[config.mk]
export PLATFORM = sky130hd
export DESIGN_NAME = fir_mac_ctrl
export DESIGN_NICKNAME = d
export VERILOG_FILES = /design/src/rtl/fir_mac_pkg.sv /design/src/rtl/fir_mac_scale.sv /design/src/rtl/fir_mac_ctrl.sv
export SDC_FILE = /design/constraint.sdc
export NUM_CORES = 1
export LEC_CHECK = 0
export BUFFER_PORTS_ARGS = -buffer_cell sky130_fd_sc_hd__buf_2
export CORE_UTILIZATION = 55
export CTS_CLUSTER_DIAMETER = 60
export DETAILED_ROUTE_END_ITERATION = 7
export PLACE_DENSITY = 0.87
export SLEW_MARGIN = 20
export SYNTH_ARGS = -nofsm -noshare
export SYNTH_HDL_FRONTEND = slang
export SYNTH_SLANG_ARGS = --single-unit
[constraint.sdc]
create_clock -name clk -period 13.16 [get_ports clk]
set_input_delay 2.632 -clock clk [delete_from_list [all_inputs] [get_ports clk]]
set_output_delay 2.632 -clock clk [all_outputs]
set_load 0.02 [all_outputs]
[src/rtl/fir_mac_pkg.sv]
// Shared types and helpers for the FIR MAC controller: FSM state encoding and a
// constant ceil(log2) used to size the tap index and coefficient address.
package fir_mac_pkg;

  typedef enum logic [1:0] {
    ST_IDLE  = 2'd0,
    ST_RUN   = 2'd1,
    ST_DRAIN = 2'd2
  } state_e;

  function automatic int clog2(input int n);
    int r;
    r = 0;
    for (int v = n - 1; v > 0; v = v >> 1) begin
      r++;
    end
    return r;
  endfunction

endpackage

[src/rtl/fir_mac_scale.sv]
// Combinational output scaling: arithmetic right shift of the accumulator followed
// by saturation to OUT_WIDTH; FIR_MAC_CTRL_ROUND_EN adds round-half-up before the shift.
module fir_mac_scale #(
  parameter int P_DATA_WIDTH = 48,
  parameter int OUT_WIDTH    = 24,
  parameter int OUT_SHIFT    = 17
) (
  input  logic signed [P_DATA_WIDTH-1:0] acc_i,
  output logic signed [OUT_WIDTH-1:0]    data_o
);

  // One guard bit so the rounding offset can never wrap the accumulator.
  localparam int XW = P_DATA_WIDTH + 1;
  localparam logic signed [XW-1:0] MAX_V = $signed({{(XW-OUT_WIDTH+1){1'b0}}, {(OUT_WIDTH-1){1'b1}}});
  localparam logic signed [XW-1:0] MIN_V = $signed({{(XW-OUT_WIDTH+1){1'b1}}, {(OUT_WIDTH-1){1'b0}}});

  logic signed [XW-1:0] ext;
  logic signed [XW-1:0] rnd;
  logic signed [XW-1:0] shf;

  assign ext = {acc_i[P_DATA_WIDTH-1], acc_i};

`ifdef FIR_MAC_CTRL_ROUND_EN
  generate
    if (OUT_SHIFT > 0) begin : g_round
      localparam logic [XW-1:0] HALF = {{(XW-1){1'b0}}, 1'b1} << (OUT_SHIFT - 1);
      assign rnd = ext + $signed(HALF);
    end else begin : g_no_round
      assign rnd = ext;
    end
  endgenerate
`else
  assign rnd = ext;
`endif

  assign shf = rnd >>> OUT_SHIFT;

  always_comb begin
    data_o = shf[OUT_WIDTH-1:0];
    if (shf > MAX_V) begin
      data_o = MAX_V[OUT_WIDTH-1:0];
    end else if (shf < MIN_V) begin
      data_o = MIN_V[OUT_WIDTH-1:0];
    end
  end

endmodule

[src/rtl/fir_mac_ctrl.sv]
// Sequential FIR controller driving an external 1-cycle registered MAC, one tap per
// cycle. Define FIR_MAC_CTRL_ROUND_EN to round (half up) instead of truncating on output.
module fir_mac_ctrl
  import fir_mac_pkg::*;
#(
  parameter int TAPS         = 16,
  parameter int A_DATA_WIDTH = 25,
  parameter int B_DATA_WIDTH = 18,
  parameter int P_DATA_WIDTH = 48,
  parameter int OUT_WIDTH    = 24,
  parameter int OUT_SHIFT    = 17
) (
  input  logic                           clk,
  input  logic                           rst,
  input  logic                           in_valid,
  input  logic signed [A_DATA_WIDTH-1:0] in_data,
  output logic                           in_ready,
  input  logic                           coef_wr_en,
  input  logic [clog2(TAPS)-1:0]         coef_wr_addr,
  input  logic signed [B_DATA_WIDTH-1:0] coef_wr_data,
  output logic                           coef_wr_ready,
  output logic                           mac_acc,
  output logic signed [A_DATA_WIDTH-1:0] mac_a,
  output logic signed [B_DATA_WIDTH-1:0] mac_b,
  input  logic signed [P_DATA_WIDTH-1:0] mac_p,
  output logic                           out_valid,
  output logic signed [OUT_WIDTH-1:0]    out_data
);

  localparam int KW = clog2(TAPS);
  localparam logic [KW-1:0] K_LAST = KW'(TAPS - 1);

  state_e                         state_q, state_d;
  logic [KW-1:0]                  k_q, k_d;
  logic signed [A_DATA_WIDTH-1:0] d_q [TAPS];
  logic signed [B_DATA_WIDTH-1:0] c_q [TAPS];
  logic                           shift_en;
  logic                           out_load;
  logic                           coef_we;
  logic signed [OUT_WIDTH-1:0]    scaled;
  logic                           out_valid_q;
  logic signed [OUT_WIDTH-1:0]    out_data_q;

  assign coef_we = coef_wr_en && coef_wr_ready && (32'(coef_wr_addr) < TAPS);

  always_ff @(posedge clk) begin
    if (rst) begin
      state_q <= ST_IDLE;
      k_q     <= '0;
    end else begin
      state_q <= state_d;
      k_q     <= k_d;
    end
  end

  // A same-edge coefficient write lands before RUN reads it, so that sample sees it.
  always_ff @(posedge clk) begin
    if (rst) begin
      for (int i = 0; i < TAPS; i++) begin
        d_q[i] <= '0;
        c_q[i] <= '0;
      end
    end else begin
      if (shift_en) begin
        d_q[0] <= in_data;
        for (int i = 1; i < TAPS; i++) begin
          d_q[i] <= d_q[i-1];
        end
      end
      if (coef_we) begin
        c_q[coef_wr_addr] <= coef_wr_data;
      end
    end
  end

  always_comb begin
    state_d       = state_q;
    k_d           = k_q;
    in_ready      = 1'b0;
    coef_wr_ready = 1'b0;
    mac_acc       = 1'b0;
    mac_a         = '0;
    mac_b         = '0;
    shift_en      = 1'b0;
    out_load      = 1'b0;
    case (state_q)
      ST_IDLE: begin
        in_ready      = 1'b1;
        coef_wr_ready = 1'b1;
        if (in_valid) begin
          shift_en = 1'b1;
          k_d      = '0;
          state_d  = ST_RUN;
        end
      end
      ST_RUN: begin
        mac_a   = d_q[k_q];
        mac_b   = c_q[k_q];
        mac_acc = (k_q != '0);
        if (k_q == K_LAST) begin
          k_d     = '0;
          state_d = ST_DRAIN;
        end else begin
          k_d = k_q + 1'b1;
        end
      end
      ST_DRAIN: begin
        out_load = 1'b1;
        state_d  = ST_IDLE;
      end
      default: state_d = ST_IDLE;
    endcase
  end

  fir_mac_scale #(
    .P_DATA_WIDTH(P_DATA_WIDTH),
    .OUT_WIDTH   (OUT_WIDTH),
    .OUT_SHIFT   (OUT_SHIFT)
  ) u_scale (
    .acc_i (mac_p),
    .data_o(scaled)
  );

  always_ff @(posedge clk) begin
    if (rst) begin
      out_valid_q <= 1'b0;
      out_data_q  <= '0;
    end else begin
      out_valid_q <= out_load;
      if (out_load) begin
        out_data_q <= scaled;
      end
    end
  end

  assign out_valid = out_valid_q;
  assign out_data  = out_data_q;

endmodule
Word-level counts from Yosys, hierarchy flattened
Memory sizes are Yosys's and may differ from the RTL's. A register that Yosys moved wholly into a read port is not among the register bits.
Index checks and enable logic that the tools add are counted.

word-level totals
  memory bits (writable) = 688
  flip-flop bits (word level) = 31
  output and inout port bits = 71
  bits of input ports = 99
  word-level logic and storage cells = 83
  memories kept = 2

memory list
  memory  depth  width  rd ports  clocked after Yosys merged registers in  wr ports  RTL line            text
  d_q     16     25     16        1                                        16        fir_mac_ctrl.sv:35  logic signed [A_DATA_WIDTH-1:0] d_q [TAPS];
  c_q     16     18     1         1                                        16        fir_mac_ctrl.sv:36  logic signed [B_DATA_WIDTH-1:0] c_q [TAPS];

operators by class
  $lt $le $gt $ge = 2
  bitwise gates (word level) = 16
  muxes and demuxes = 46
  add/sub/neg operators = 1
  equal/unequal tests = 5
  reductions and logical operators = 7

operators by type and width
  operator                number
  $mux W25                17
  $mux W24                2
  $mux W18                2
  $gt A31 B24 Y1 const B  1
  $lt A31 B24 Y1 const B  1
  $mux W4                 7
  $reduce_or A18 Y1       1
  $or A1 B1 Y1            16
  $mux W1                 14
  $pmux W4 S2             1
  $add A4 B1 Y4 const B   1
  $eq A4 B4 Y1 const B    1
  $mux W2                 2
  $ne A2 B2 Y1 const B    2
  $pmux W2 S2             1
  $reduce_and A2 Y1       2
  $reduce_bool A4 Y1      1
  $eq A2 B1 Y1 const B    1
  $eq A2 B2 Y1 const B    1
  $logic_not A2 Y1        1
  $reduce_bool A2 Y1      1
  $logic_and A1 B1 Y1     1

Logic depth before layout (Yosys ltp)
  depth after elaboration = 8
  mapped depth = 7

By module
A second synthesis with hierarchy kept.

second synthesis, totals
  cell total of the unflattened synthesis = 2472
  area total of the unflattened synthesis = 33160.6 sq um

modules (own cells, without submodules)
  module         times used  cells each  area an instance (sq um)
  fir_mac_ctrl   1           2385        32576.2
  fir_mac_scale  1           87          584.3

Least setup slack after synthesis
Ideal clock, no wire load.

  kind = input to register
  start = input rst
  end = memory d_q[0][0] (enable)
  library setup time = 837 ps
  path buffers = 3
  arrival = 13015 ps
  setup slack = -692 ps
  stages = 4
  cell sequence = clkbuf_1 -> clkbuf_1 -> clkbuf_1 -> nand2b_1

RTL lines
  what                RTL line            text
  start: declaration  fir_mac_ctrl.sv:14  input logic rst,
  end: declaration    fir_mac_ctrl.sv:35

==> summary.md <==
| Metric | Value |
|---|---|
| Core area | `58,100 um^2` |
| Nets | `2,574` |
| RSZ-0062 raised after global routing | `false` |
| Clock Skews | `0.0215 ns` |
| Non-filler cells, final | `3,302` |
| Hold buffers post-CTS | `0` |
| Drt total wl | `70.1 mm` |
| Fill cells | `4,118` |
| HP Class | `flip-flop to flip-flop` |
| Area share of the largest cell type after synthesis | `63.3%` |
| Final hold violation count | `0` |
| Clk Latency, worst-skew pair | `0.61 ns` |
| R2R Setup Slk | `10.07 ns` |
| Commonest non-fill, non-tap cells in the layout | `edfxtp_1 (688), and2_1 (538), mux2i_1 (345)` |
| Worst-margin pin slew | `1.29 ns` |
| Clock buffer count from CTS | `76` |
| Worst R2R Path Depth | `4` |
| Pwr Density | `144 nW/um^2` |
| Largest area contributor in the netlist | `edfxtp_1` |
| I/O pins | `170` |
| Die ar. | `60,300 um^2` |
| Max Slew Vio Count | `0` |
| IO buf count | `152` |
| Synthesis Warnings | `0` |
| Mapped Cells | `2,391` |
| Vias per cell | `5.90` |
| Synthesized area per cell | `13.7 um^2` |
| Placed Cells | `3,159` |
| Mapped cell area | `32,600 um^2` |
| Worst IR Drop VDD | `0.000109 V` |
| RePlAce Congestion | `0.819` |
| Hold depth | `2` |
| First-pass GRT wire length | `110 mm` |
| H-tree depth | `3` |
| Post-synth ARST share | `0%` |
| Dpl hpwl | `37.3 mm` |
| DRC Markers | `0` |
| Die span in y | `246 um` |
| Most common cell after layout, fill and taps aside | `edfxtp_1` |
| Main flop type after synthesis | `edfxtp_1` |
| Post-DRT Antenna Nets | `0` |
| Routed WL per cell | `21.2 um` |
| Setup CP Type | `flip-flop to output pin` |
| MaxCap Viol Count | `0` |
| Number of synthesized register bits | `723` |
| HP Start | `out_data[20]$_SDFFE_PP0P_` |
| DRT Pass-1 Iters | `5` |
| Worst slew margin relative to its limit | `14.0%` |
| Die Wd | `246 um` |
| Initial Util | `56.2%` |
| Global route overflow | `0` |
| Element type at the critical path start | `flip-flop` |
| Clock transition at path regs | `0.06 ns` |
| Netlist cell types | `42` |
| Clock root cell | `clkbuf_16` |
| Status | `complete, no violations` |
| Top cells by area, synth | `edfxtp_1 (63%), mux2i_1 (11%), and2_1 (10%), a22oi_1 (4.0%), nor2b_1 (3.0%)` |
| Crit share post-route | `56.4%` |
| Worst r2r dst | `c_q[0][15]$_SDFFCE_PN0P_` |
| Via count | `19,500` |
| Arr. time, crit path | `4.80 ns` |
| CTS tree | `built` |
| Syn Nets | `2,492` |
| Layout area overhead | `11.8%` |
| Setup repair bufs after CTS | `0` |
| Resize count post-CTS | `0` |
| Antenna violations before repair | `1` |
| Hold Path Sink | `out_data[20]$_SDFFE_PP0P_` |
| Layout cell share with drive strength beyond 1 | `12.8%` |
| DRC marker count from the first detailed-route iteration | `1,943` |
| Fmax | `135 MHz` |
| Clock Path Buffers | `3` |
| Seq/Total Area, Yosys | `65.4%` |
| Vias in the first global route | `19,800` |
| Crit Path Max Fanout | `155` |
| Period minus WS final | `7.43 ns` |
| Final Setup Violations | `0` |
| Largest net degree at the start of global routing | `229` |
| Total Neg Setup Slack | `0 ns` |
| Number of synthesized flops with an enable pin | `688` |
| Clk sinks | `723` |
| Reg2reg start | `state_q[0]$_SDFFE_PP0P_` |
| Standard-cell rows | `88` |
| WP data required | `10.53 ns` |
| Worst Setup End Kind | `output pin` |
| Total track usage | `23.3%` |
| Static Leakage | `13.4 nW` |
power breakdown:
| group | leakage, nW | internal, mW | switching, mW |
|---|---|---|---|
| clock | 1.22 | 1.28 | 0.895 |
| sequential | 7.52 | 2.67 | 0.0622 |
| combinational | 4.64 | 0.139 | 0.227 |
critical path, cell delays in order (launching register included):
cell and delay (ns):
dfxtp_4 0.99, buf_12 0.57, buf_12 0.81, mux2i_1 0.19, a22oi_1 0.26, nand2_1 0.16
o22ai_1 0.29, buf_2 0.23
per-layer routing:
layer / track usage [%] / vias to the layer above / routed length [um]
met5: 0 / - / 0
met4: 8.22 / 0 / 1750
met3: 3.65 / 135 / 4980
met2: 39.1 / 790 / 35000
met1: 30.8 / 9704 / 28400
li1: - / 8841 / -
logic make-up (layout without fill, tap and decap cells):
| logic type | count (synthesis) | in the layout | share of synthesized area (%) |
|---|---|---|---|
| AOI/OAI and AO/OA | 250 | 250 | 5.55 |
| adders and majority gates | 2 | 2 | 0.0766 |
| buffers and inverters | 180 | 324 | 2.27 |
| DFF | 723 | 723 | 65.4 |
| muxes | 346 | 346 | 10.6 |
| other | 0 | 2 | 0 |
| and+or+nand+nor | 890 | 890 | 16.1 |
cell usage after synthesis (3+ instances only):
| library cell | n |
|---|---|
| edfxtp_1 | 688 |
| and2_1 | 539 |
| mux2i_1 | 345 |
| a22oi_1 | 174 |
| nor2b_1 | 155 |
| clkbuf_1 | 123 |
| nand2_1 | 113 |
| o22ai_1 | 43 |
| nor2_1 | 42 |
| buf_2 | 35 |
| dfxtp_1 | 35 |
| a211oi_1 | 24 |
| or2_2 | 16 |
| buf_1 | 14 |
| nand2b_1 | 5 |
| a21oi_1 | 3 |
| clkbuf_2 | 3 |
| nor2_4 | 3 |
| nor3_2 | 3 |
state kept, by name (all words and copies together) (netlist names), named ones only:
| register | cells |
|---|---|
| c_q | 288 |
| d_q | 400 |
| k_q | 4 |
| out_data | 24 |
| out_valid | 1 |
| state_q | 2 |
metrics by stage:
stage | total power [mW] | hold WS, ns | worst slack (ns) | utilization [%] | cell area, um^2
finish | 5.27 | 0.501 | 5.73 | 62.8 | 36500
detailed placement | 3.13 | 0.492 | 6.59 | 58.4 | 33900
global route | 5.41 | 0.519 | 5.60 | 62.8 | 36500
global placement | 3.11 | 0.474 | 6.62 | 58.4 | 33900
floorplan | 3.03 | 0.481 | 4.13 | - | 32600
CTS | 5.29 | 0.501 | 5.89 | 62.7 | 36500
final cells by class:
type / count / area [um^2] / share of cell area, %
multi-input combinational: 1488 / 10600 / 29.0
antenna: 2 / 5.00 / 0.0137
timing repair buffer: 182 / 1060 / 2.90
sequential: 723 / 21400 / 58.5
clock buffer: 89 / 2010 / 5.52
clock inverter: 51 / 502 / 1.37
tap: 765 / 957 / 2.62
inverter: 2 / 7.51 / 0.0206
worst max-delay path by stage:
stage / from / endpoint / slack (ns) / cells past startpoint
final: flip-flop / mac_b[17] / 5.73 / 7
after global routing: flip-flop / mac_a[0] / 5.60 / 7
after CTS: flip-flop / mac_b[17] / 5.89 / 7
after detailed placement: flip-flop / mac_a[23] / 6.59 / 7
after global placement: flip-flop / mac_a[23] / 6.62 / 7
after floorplan: rst / d_q[0][0]$_SDFFCE_PN0P_ / 4.13 / 4
(Power assumes the default switching activity.)
